<file path="config.mk">
export PLATFORM = sky130hd
export DESIGN_NAME = shift_seq_ctrl
export DESIGN_NICKNAME = d
export VERILOG_FILES = /design/src/rtl/shift_pkg.sv /design/src/rtl/shift_step.sv /design/src/rtl/shift_seq_ctrl.sv
export SDC_FILE = /design/constraint.sdc
export NUM_CORES = 1
export LEC_CHECK = 0
export ABC_AREA = 1
export BUFFER_PORTS_ARGS = -buffer_cell sky130_fd_sc_hd__buf_2
export CAP_MARGIN = 30
export CELL_PAD_IN_SITES_DETAIL_PLACEMENT = 0
export CELL_PAD_IN_SITES_GLOBAL_PLACEMENT = 1
export CORE_ASPECT_RATIO = 1.5
export CORE_MARGIN = 2
export CORE_UTILIZATION = 39
export CTS_CLUSTER_SIZE = 12
export DETAILED_ROUTE_END_ITERATION = 16
export PLACE_DENSITY = 0.85
export REMOVE_ABC_BUFFERS = 1
export SLEW_MARGIN = 10
export SYNTH_ARGS = -nofsm -noshare
export SYNTH_HDL_FRONTEND = slang
export SYNTH_SLANG_ARGS = --single-unit
</file>
<file path="constraint.sdc">
create_clock -name clk -period 2.15 [get_ports clk]
set_clock_uncertainty 0.1 [all_clocks]
set_input_delay 0.43 -clock clk [delete_from_list [all_inputs] [get_ports clk]]
set_output_delay 0.43 -clock clk [all_outputs]
set_load 0.03 [all_outputs]
</file>
<file path="src/rtl/shift_pkg.sv">
// Shared definitions for the multi-cycle shift sequencer.
// Holds the shift op encodings, the FSM state encodings and the datapath width.
package shift_pkg;

    localparam int WIDTH = 32;

    typedef enum logic [1:0] {
        SH_SLL  = 2'b00,
        SH_SRL  = 2'b01,
        SH_SRA  = 2'b10,
        SH_ROTR = 2'b11
    } sh_op_t;

    typedef enum logic [1:0] {
        S_IDLE  = 2'b00,
        S_SHIFT = 2'b01,
        S_DONE  = 2'b10
    } state_t;

endpackage

</file>
<file path="src/rtl/shift_step.sv">
// One partial shift of the accumulator by k bits (k <= STEP), purely combinational.
// Ports: acc (current value), op (shift kind), k (bit count), res (shifted value).
module shift_step
    import shift_pkg::*;
(
    input  logic [WIDTH-1:0] acc,
    input  logic [1:0]       op,
    input  logic [3:0]       k,
    output logic [WIDTH-1:0] res
);

    logic [2*WIDTH-1:0] dbl;

    always_comb begin
        // Shifting a doubled copy right makes the LSB spill-out wrap into the MSB.
        dbl = {acc, acc} >> k;
        res = acc;
        unique case (sh_op_t'(op))
            SH_SLL:  res = acc << k;
            SH_SRL:  res = acc >> k;
            SH_SRA:  res = $unsigned($signed(acc) >>> k);
            SH_ROTR: res = dbl[WIDTH-1:0];
            default: res = acc;
        endcase
    end

endmodule

</file>
<file path="src/rtl/shift_seq_ctrl.sv">
// Multi-cycle shift sequencer: SLL/SRL/SRA/ROTR by sa, at most STEP bits per clock.
// Ports: clk, rst (sync, active high), start/op/data_in/sa in; busy/done/result out.
module shift_seq_ctrl
    import shift_pkg::*;
#(
    parameter int STEP = 1
)
(
    input  logic             clk,
    input  logic             rst,
    input  logic             start,
    input  logic [1:0]       op,
    input  logic [WIDTH-1:0] data_in,
    input  logic [4:0]       sa,
    output logic             busy,
    output logic             done,
    output logic [WIDTH-1:0] result
);

    localparam logic [4:0] STEP5 = 5'(STEP);
    localparam logic [3:0] STEP4 = 4'(STEP);

    state_t           state;
    state_t           state_n;
    sh_op_t           op_q;
    sh_op_t           op_n;
    logic [WIDTH-1:0] acc;
    logic [WIDTH-1:0] acc_n;
    logic [WIDTH-1:0] result_n;
    logic [WIDTH-1:0] stepped;
    logic [4:0]       cnt;
    logic [4:0]       cnt_n;
    logic [3:0]       k;
    logic             last;

    // Remaining count fits in one step: take all of it and finish.
    assign last = (cnt <= STEP5);
    assign k    = last ? cnt[3:0] : STEP4;

    shift_step u_step (
        .acc (acc),
        .op  (op_q),
        .k   (k),
        .res (stepped)
    );

    always_comb begin
        state_n  = state;
        acc_n    = acc;
        cnt_n    = cnt;
        op_n     = op_q;
        result_n = result;
        busy     = (state != S_IDLE);
        done     = (state == S_DONE);
        unique case (state)
            S_IDLE: begin
                if (start) begin
                    acc_n   = data_in;
                    cnt_n   = sa;
                    op_n    = sh_op_t'(op);
                    state_n = (sa == 5'd0) ? S_DONE : S_SHIFT;
                end
            end
            S_SHIFT: begin
                acc_n = stepped;
                cnt_n = cnt - {1'b0, k};
                if (last) begin
                    state_n = S_DONE;
                end
            end
            S_DONE: begin
                state_n = S_IDLE;
            end
            default: begin
                state_n = S_IDLE;
            end
        endcase
        // Result is published on the edge that enters DONE, using the final acc.
        if (state_n == S_DONE) begin
            result_n = acc_n;
        end
    end

    always_ff @(posedge clk) begin
        if (rst) begin
            state  <= S_IDLE;
            acc    <= '0;
            cnt    <= '0;
            op_q   <= SH_SLL;
            result <= '0;
        end else begin
            state  <= state_n;
            acc    <= acc_n;
            cnt    <= cnt_n;
            op_q   <= op_n;
            result <= result_n;
        end
    end

endmodule

</file>
==> key figures, run 1 <==
Outcome
  – Outcome: complete, no violations

Placed design
  – Placed wire-length estimate: 8.76 mm
  – Port bufs: 75
  – Placed instance count: 984
  – RD Place Congestion: 0.837

Worst setup path
  – Critical path's largest stage delay: 0.60 ns
  – Crit path max-delay family: flip-flops
  – CP Capture Type: primary output
  – Worst path cell trace: inv_2, nor2_1, buf_2
  – Startpoint Class: register
  – WP data required: 1.62 ns
  – Crit path buf inv count: 2
  – Crit-path max FO: 7
  – Kind of critical path: register to primary output
  – Slowest cell on the critical path: dfxtp_1
  – CP arrival: 1.48 ns

Die
  – Chip Height: 139 µm
  – Ports: 76
  – Die Wd: 94.1 µm
  – Initial Utilization: 39.7%
  – Die Area: 13100 µm²
  – Core area: 12000 µm²
  – Row Count: 49

Synth
  – Yosys reg bits: 73
  – Yosys top cell area share: 30.8%
  – Syn. warnings: 0
  – Commonest cells in the netlist: nand2_1, inv_1, nand3_1
  – Sequential area share after synthesis: 30.8%
  – Average cell area after synthesis: 6.11 µm²
  – Post-Syn Area: 4750 µm²
  – Ranking of synthesized cells by area: dfxtp_1, nand2_1, inv_1
  – Gate Count Post-Synth: 777
  – Largest area contributor in the netlist: dfxtp_1
  – Netlist cell types: 31
  – Dominant cell by count in the synthesized netlist: nand2_1
  – Asr flop ratio synth: 0%
  – Ys flop type: dfxtp_1
  – Post-synth EDFFs: 0

Global routing
  – First-pass GRT wire length: 21.3 mm
  – Largest net degree at the start of global routing: 44
  – Initial antenna violation count: 0
  – GRT Total Usage: 20.4%
  – Grt ovf: 0
  – Number of global-route vias before repair: 4437

Flow run
  – Max Cap Violations: 0

Power and ir drop
  – Lkg Pwr: 0.00310 µW
  – Peak supply drop: 0.369 mV
  – Pwr per Cell Area: 953 nW/µm²

Finish
  – Nets@finish: 885
  – N_diodes: 0
  – Layout overhead on the synthesized area: 16.6%
  – Area of the multi-input gates: 2350 µm²
  – Fill count: 1317
  – Non-Filler Instances: 1000
  – Fin util: 46.3%
  – Register area: 1460 µm²
  – Share of cells above drive strength 1: 17.2%

Clocking
  – H-tree depth: 3
  – Clock Path Buffers: 2
  – CTS Buf Count: 9
  – CTS root buf: clkbuf_16
  – Post-CTS Setup Repair Bufs: 0
  – Clk_lat worst skew: 0.34 ns
  – Clock Sinks: 73
  – CTS tree: done
  – CTS clk-pin slew, worst paths: 0.06 ns

Routing
  – Vias: 4754
  – Routed WL: 12.9 mm
  – Routed wire per std cell: 12.9 µm
  – DR pass1 iterations: 5
  – Via/cell ratio: 4.75
  – DRT antenna net count: 0
  – # DRC: 0
  – DR iter-0 viols: 297

STA
  – Fin. Hold Viols: 0
  – # setup viols final: 0
  – Worst slew margin: 67.8%
  – Min Tclk post-route: 2.01 ns
  – RSZ-0062 raised after global routing: false
  – FMAX: 496 MHz
  – Max Slew Vio Count: 0
  – Slew @ Worst Pin: 0.482 ns
  – Tcrit/Tclk final: 93.7%

Min path
  – Hold WC Path Type: primary input to register
[cells by family after synthesis]
group	share of synthesized area, %
simple gates	34.3
compound gates	14.9
buf+inv	19.7
fa+ha+maj	0.263
flops	30.8
[stage by stage]
stage	setup TNS, ns	hold slack (ns)	instance area (µm²)	total power (µW)	setup WS (ns)
after floorplan	-26.65	0.353	4450	3130	-0.525
after global placement	0	0.383	5230	3720	0.277
after detailed placement	0	0.386	5230	3730	0.217
after CTS	0	0.266	5530	5320	0.139
after global routing	0	0.273	5540	5650	0.0501
final	0	0.270	5540	5280	0.135
[final cells by class]
type                       instances  area share (%)
tap                              153            3.46
inverter                         168            11.5
clock buffer                      14            4.95
sequential                        73            26.4
multi-input combinational        492            42.5
timing repair buffer              98            10.6
clock inverter                     2           0.633
[worst min-delay path, stage by stage]
cell and delay, ns:
buf_2 0.07, o21ai_0 0.07, a21oi_1 0.10
[state kept, by name, summed over array words and instances (netlist names)]
register and flops:
acc 32, cnt 5, op_q 2, result 32, state 2
[timing repair]
action | in CTS | in global routing
setup endpoints to repair | 0 | 1
gates resized for setup | 0 | 2
hold buffers | 0 | 0
[placed cells by master (no fill, tap or decap)]
cell type,instances
a21oi_1,57
a21oi_2,2
a22oi_1,8
buf_12,3
buf_2,75
buf_4,20
bufinv_16,1
clkbuf_1,2
clkbuf_16,9
clkbuf_8,3
clkinv_1,8
clkinv_2,2
dfxtp_1,73
ha_1,1
inv_1,155
inv_2,3
inv_4,1
nand2_1,221
nand2_2,12
nand2_4,6
nand3_1,96
nand3_4,2
nand3b_1,1
nand4_1,5
nor2_1,7
nor2_2,1
nor2_4,2
nor2_8,2
nor3_1,1
o211ai_1,1
o211ai_2,1
o21ai_0,60
o21ai_1,4
o22ai_1,1
or2_2,1
[per-layer routing]
metal  GRT usage [%]  up-vias  share of wire, %
met5               0        -                 0
met4            6.56        0               1.7
met3            2.99       19               4.0
met2            35.4      103                50
met1            25.5     2105                45
li1                -     2527                 -
[path summary, 6_finish.rpt]
path            start  endpoint  slack, ns  cells after the start
max          state[1]      done       0.14                      3
max reg2reg    cnt[1]    cnt[4]       0.23                     12
min             op[1]   op_q[1]       0.27                      3
min reg2reg   op_q[1]   op_q[1]       0.40                      2
[power breakdown]
group,total (µW),internal (µW),switching [µW]
logic,2040,685,1350
registers,1660,1550,117
clock network,1580,993,584
total,5280,3220,2050
No activity file was read; power rests on OpenSTA's default activity.
==> run 2, diff against run 1 <==
==> constraint.sdc (replaced) <==
create_clock -name clk -period 2.15 [get_ports clk]
set_clock_uncertainty 0.1 [all_clocks]
set_input_delay 0.215 -clock clk [delete_from_list [all_inputs] [get_ports clk]]
set_output_delay 0.215 -clock clk [all_outputs]
set_load 0.03 [all_outputs]
==> run 2 against run 1 <==
First-iteration DRC count shrank 31%; combinational power about the same; clock power about the same.
==> key figures, run 2 (same netlist as run 1, synthesis figures left out) <==
Outcome
  – Outcome: complete, no violations

Flow run
  – Max Cap Violations: 0

Worst setup path
  – RR Endpoint: cnt[4]
  – Kind of critical path: register to register
  – CP Capture Type: register
  – Worst path cell trace: nor2_4, nand2_4, inv_2, nor2_1, inv_1, ha_1, inv_1, nand3_1, nand2_1, nand3_1, o211ai_1, a21oi_1
  – Worst R2R Setup Slack: 0.28 ns
  – Crit path buf inv count: 3
  – R2R Path Start: cnt[1]
  – Slowest cell on the critical path: dfxtp_1
  – Crit path max-delay family: simple AND/OR/NAND/NOR gates
  – WP data required: 2.26 ns
  – CP arrival: 1.98 ns
  – Startpoint Class: register
  – Crit-path max FO: 11
  – Critical path's largest stage delay: 0.40 ns
  – Reg2reg path depth: 12

STA
  – Max Slew Vio Count: 0
  – Fin. Hold Viols: 0
  – RSZ-0062 raised after global routing: false
  – Slew @ Worst Pin: 0.474 ns
  – FMAX: 534 MHz
  – Fin worst setup slack: 0.279 ns
  – Min Tclk post-route: 1.87 ns
  – Tcrit/Tclk final: 87.0%
  – # setup viols final: 0
  – Worst slew margin: 68.4%

Routing
  – DR pass1 iterations: 4
  – # DRC: 0
  – Vias: 4796
  – Via/cell ratio: 4.80
  – Routed wire per std cell: 12.9 µm
  – DRT antenna net count: 0
  – DR iter-0 viols: 204
  – Routed WL: 12.9 mm

Clocking
  – CTS root buf: clkbuf_16
  – Clk_lat worst skew: 0.34 ns
  – Cts repair resizes: 0
  – CTS Buf Count: 9
  – H-tree depth: 3
  – Hold buffer count at CTS: 0
  – Clock Path Buffers: 2
  – CTS clk-pin slew, worst paths: 0.06 ns
  – CTS tree: done
  – Post-CTS Setup Repair Bufs: 0
  – Clock Sinks: 73

Finish
  – Regs by FF count: acc: 32 flops, result: 32 flops, cnt: 5 flops
  – Layout overhead on the synthesized area: 16.1%
  – Post-route design area: 5510 µm²
  – Nets@finish: 884
  – N_diodes: 0
  – Fin util: 46.1%
  – Fill count: 1322
  – Share of cells above drive strength 1: 17.1%
  – Most frequent cells in the layout: nand2_1, inv_1, nand3_1
  – Non-Filler Instances: 999
  – Commonest non-fill, non-tap cell in the layout: nand2_1

Global routing
  – Largest net degree at the start of global routing: 39
  – Initial antenna violation count: 0
  – First-pass GRT wire length: 21.4 mm
  – Grt ovf: 0
  – Number of global-route vias before repair: 4474
  – GRT Total Usage: 20.4%

Die
  – Chip Height: 139 µm
  – Core area: 12000 µm²
  – Ports: 76
  – Die Area: 13100 µm²
  – Die Wd: 94.1 µm
  – Initial Utilization: 39.7%
  – Row Count: 49

Placed design
  – Setup WS pre-CTS: 0.284 ns
  – RD Place Congestion: 0.828
  – Port bufs: 75
  – Placed instance count: 983
  – Placed inst area: 5200 µm²
  – Placed wire-length estimate: 8.54 mm

Power and ir drop
  – Comb power frac: 38.5%
  – Clock Power Share: 30.0%
  – Reg power frac: 31.5%
  – Sw power: 2060 µW
  – Pwr per Cell Area: 956 nW/µm²
  – Peak supply drop: 0.441 mV
  – Sw Ratio: 39.0%
  – Tot Pwr: 5270 µW
  – Int Power: 3210 µW
  – Lkg Pwr: 0.00309 µW

Min path
  – Worst Hold Depth: 3
  – Hold Crit Endpoint: op_q[0]
  – HP Start: op[0]
  – Hold WC Path Type: primary input to register
-- run 2: cell count changes in the layout (fill, tap and decap cells not counted), sizes merged --
cell,before,now
buf,98,97
-- run 2: worst max-delay path by stage --
stage	startpoint	to	slack, ns	depth (start not counted)
5_1_grt	cnt[1]	cnt[4]	0.06	12
6_report	cnt[1]	cnt[4]	0.28	12
3_3_place_gp	cnt[1]	cnt[4]	0.32	12
3_5_place_dp	cnt[1]	cnt[4]	0.28	12
4_1_cts	cnt[1]	cnt[4]	0.27	12
2_1_floorplan	op_q[1]	result[1]	-0.52	8
-- run 2: metrics by stage --
step / hold slack [ns] / setup TNS (ns)
floorplan: 0.177 / -26.65
global placement: 0.380 / 0
detailed placement: 0.386 / 0
CTS: 0.0524 / 0
global route: 0.0868 / 0
finish: 0.0535 / 0
-- run 2: layout make-up --
cell class,count,area [µm²],area share [%]
inverters,168,632,11.5
well taps,153,191,3.47
multi-input cells,492,2350,42.7
repair buffers,97,566,10.3
clock buffers,14,274,4.97
clock inverters,2,35.0,0.635
flip-flops and latches,73,1460,26.5
-- run 2: power by group through the flow --
stage	combinational [µW]	clock, µW	sequential [µW]
after global placement	2020	0	1680
after detailed placement	2030	0	1690
after global routing	2310	1650	1680
after CTS	2040	1600	1660
after floorplan	1290	0	1840
final	2030	1580	1660
-- run 2: routing by layer --
metal / vias up / routed length (µm) / part of all wire [%] / global-route usage (%)
met5: - / 0 / 0 / 0
met4: 0 / 343 / 2.7 / 8.16
met3: 24 / 490 / 3.8 / 2.77
met2: 101 / 6350 / 49 / 34.5
met1: 2143 / 5730 / 44 / 25.9
li1: 2528 / - / - / -
-- run 2: worst register-to-register path, stage by stage (launching register included) --
cell,delay (ns)
dfxtp_1,0.40
nor2_4,0.11
nand2_4,0.12
inv_2,0.06
nor2_1,0.21
inv_1,0.08
ha_1,0.19
inv_1,0.09
nand3_1,0.08
nand2_1,0.07
nand3_1,0.06
o211ai_1,0.08
a21oi_1,0.08
==> run 3, diff against run 2 <==
- ABC_AREA: 1 -> not set
- CORE_UTILIZATION: 39 -> 43
- PLACE_DENSITY: 0.85 -> 0.86
==> run 3 against run 2 <==
Clock power down 9%; die area down 11%; worst setup slack worse by 0.22 ns; hold slack worse by 0.036 ns; count of clock-buffer cells in the layout unchanged; fmax down 11%; synthesized cell count down 29%; area after synthesis down 2.5%; first-iteration DRC count up 78%; largest power group unchanged.
==> key figures, run 3 <==
Synth
  – Dominant cell by count in the synthesized netlist: dfxtp_1
  – Post-Syn Area: 4630 µm²
  – Syn. warnings: 0
  – Commonest cells in the netlist: dfxtp_1, a21oi_1, nor2_1
  – Asr flop ratio synth: 0%
  – Ys flop type: dfxtp_1
  – Ranking of synthesized cells by area: dfxtp_1, mux2_2, a21oi_1
  – Yosys reg bits: 73
  – Gate Count Post-Synth: 551
  – Largest area contributor in the netlist: dfxtp_1
  – Netlist cell types: 53
  – Post-synth EDFFs: 0
  – Average cell area after synthesis: 8.40 µm²
  – Yosys top cell area share: 31.6%
  – Sequential area share after synthesis: 31.6%

STA
  – Setup tns final: 0 ns
  – Min Tclk post-route: 2.09 ns
  – Max Slew Vio Count: 0
  – Slew @ Worst Pin: 0.488 ns
  – Worst slew margin: 67.4%
  – # setup viols final: 0
  – Tcrit/Tclk final: 97.3%
  – RSZ-0062 raised after global routing: false
  – Fin. Hold Viols: 0
  – FMAX: 478 MHz
  – Fin worst setup slack: 0.0578 ns

Die
  – Core area: 10500 µm²
  – Chip Height: 131 µm
  – Initial Utilization: 44.0%
  – Die Area: 11600 µm²
  – Ports: 76
  – Row Count: 46
  – Die Wd: 88.7 µm

Worst setup path
  – Crit-path max FO: 33
  – Startpoint Class: register
  – CP Capture Type: primary output
  – Kind of critical path: register to primary output
  – CP arrival: 1.78 ns
  – WP data required: 1.84 ns

Finish
  – Commonest non-fill, non-tap cell in the layout: buf_2
  – N_diodes: 0
  – Nets@finish: 658
  – Regs by FF count: acc: 32 flops, result: 32 flops, cnt: 5 flops
  – Most frequent cells in the layout: buf_2, dfxtp_1, a21oi_1
  – Post-route design area: 5570 µm²
  – Layout overhead on the synthesized area: 20.2%
  – Non-Filler Instances: 764
  – Fill count: 1032
  – Fin util: 52.8%
  – Share of cells above drive strength 1: 30.5%

Routing
  – Routed WL: 14.4 mm
  – # DRC: 0
  – DR iter-0 viols: 363
  – Via/cell ratio: 6.04
  – DRT antenna net count: 0
  – Routed wire per std cell: 18.8 µm
  – DR pass1 iterations: 5
  – Vias: 4611

Placed design
  – Placed inst area: 5250 µm²
  – Port bufs: 75
  – Setup WS pre-CTS: 0.0174 ns
  – Placed instance count: 746
  – RD Place Congestion: 0.872
  – Placed wire-length estimate: 9.26 mm

Power and ir drop
  – Clock Power Share: 29.8%
  – Sw power: 1740 µW
  – Pwr per Cell Area: 861 nW/µm²
  – Peak supply drop: 0.486 mV
  – Sw Ratio: 36.3%
  – Reg power frac: 34.7%
  – Lkg Pwr: 0.00215 µW
  – Int Power: 3050 µW
  – Comb power frac: 35.4%

Flow run
  – Max Cap Violations: 0

Clocking
  – Clk_lat worst skew: 0.34 ns
  – H-tree depth: 3
  – CTS root buf: clkbuf_16
  – CTS Buf Count: 9
  – CTS clk-pin slew, worst paths: 0.06 ns
  – Hold buffer count at CTS: 0
  – Clock Sinks: 73
  – Clock Path Buffers: 2
  – CTS tree: done

Global routing
  – Number of global-route vias before repair: 4486
  – First-pass GRT wire length: 22.5 mm
  – GRT Total Usage: 25.1%
  – Largest net degree at the start of global routing: 58
  – Grt ovf: 0
  – Initial antenna violation count: 0

Min path
  – Hold WC Path Type: primary input to register

Outcome
  – Outcome: complete, no violations
[run 3: cell count changes after synthesis, sizes merged, moves of 27 or more]
cell | previous run | this run
inv | 159 | 8
a211oi | 0 | 38
nand2 | 239 | 25
o21ai | 64 | 31
mux2 | 0 | 29
nor2 | 12 | 44
nand3 | 98 | 4
o211ai | 2 | 31
or3 | 0 | 27
[run 3: cell type report]
cell class	instances	area [µm²]	area share (%)
Clock inverter	2	12.5	0.225
Timing Repair Buffer	111	746	13.4
Inverter	8	30.0	0.540
Clock buffer	14	264	4.74
Multi-Input combinational cell	412	2870	51.5
Tap cell	144	180	3.24
Sequential cell	73	1470	26.3
[run 3: timing repair]
item                       in CTS  in global routing
resized for setup               0                  1
setup buffers                   0                  2
hold endpoints to repair        0                  0
setup endpoints to repair       0                 20
[run 3: power by group through the flow]
stage               clock network [µW]  registers, µW  logic, µW
finish                            1430           1660       1700
global route                      1500           1680       1840
CTS                               1440           1660       1640
detailed placement                   0           1690       1640
global placement                     0           1690       1610
floorplan                            0           1840        883
[run 3: critical path, cell delays in order (launching register included)]
cell and delay, ns:
dfxtp_4 0.35, buf_4 0.34, inv_1 0.20, buf_4 0.25
nand2_1 0.08, buf_2 0.20
[run 3: logic make-up after synthesis]
family	Yosys count	share of synthesized area [%]
adder cells (fa/ha/maj)	1	0.270
AND/OR/NAND/NOR	172	19.9
flip-flops	73	31.6
multiplexers	30	7.27
AO/OA/AOI/OAI	209	34.3
buffers and inverters	66	6.70
[run 3: metal layers]
layer / GRT usage (%) / vias to the layer above / part of all wire (%)
li1: - / 2207 / -
met1: 30.2 / 2220 / 40
met2: 43.0 / 150 / 51
met3: 3.63 / 34 / 5.2
met4: 12.6 / 0 / 3.1
met5: 0 / - / 0
[run 3: final timing paths]
path / from / to / slack, ns / cells after the start
hold reg to reg: result[31] / result[31] / 0.37 / 2
setup / recovery: state[0] / busy / 0.06 / 5
hold / removal: op[1] / op_q[1] / 0.02 / 3
setup reg to reg: cnt[1] / acc[21] / 0.15 / 6
[run 3: stage by stage]
step / total power (µW) / hold slack, ns
final: 4790 / 0.0174
after global routing: 5020 / 0.0364
after CTS: 4750 / 0.0168
after detailed placement: 3330 / 0.360
after global placement: 3290 / 0.346
after floorplan: 2720 / 0.180
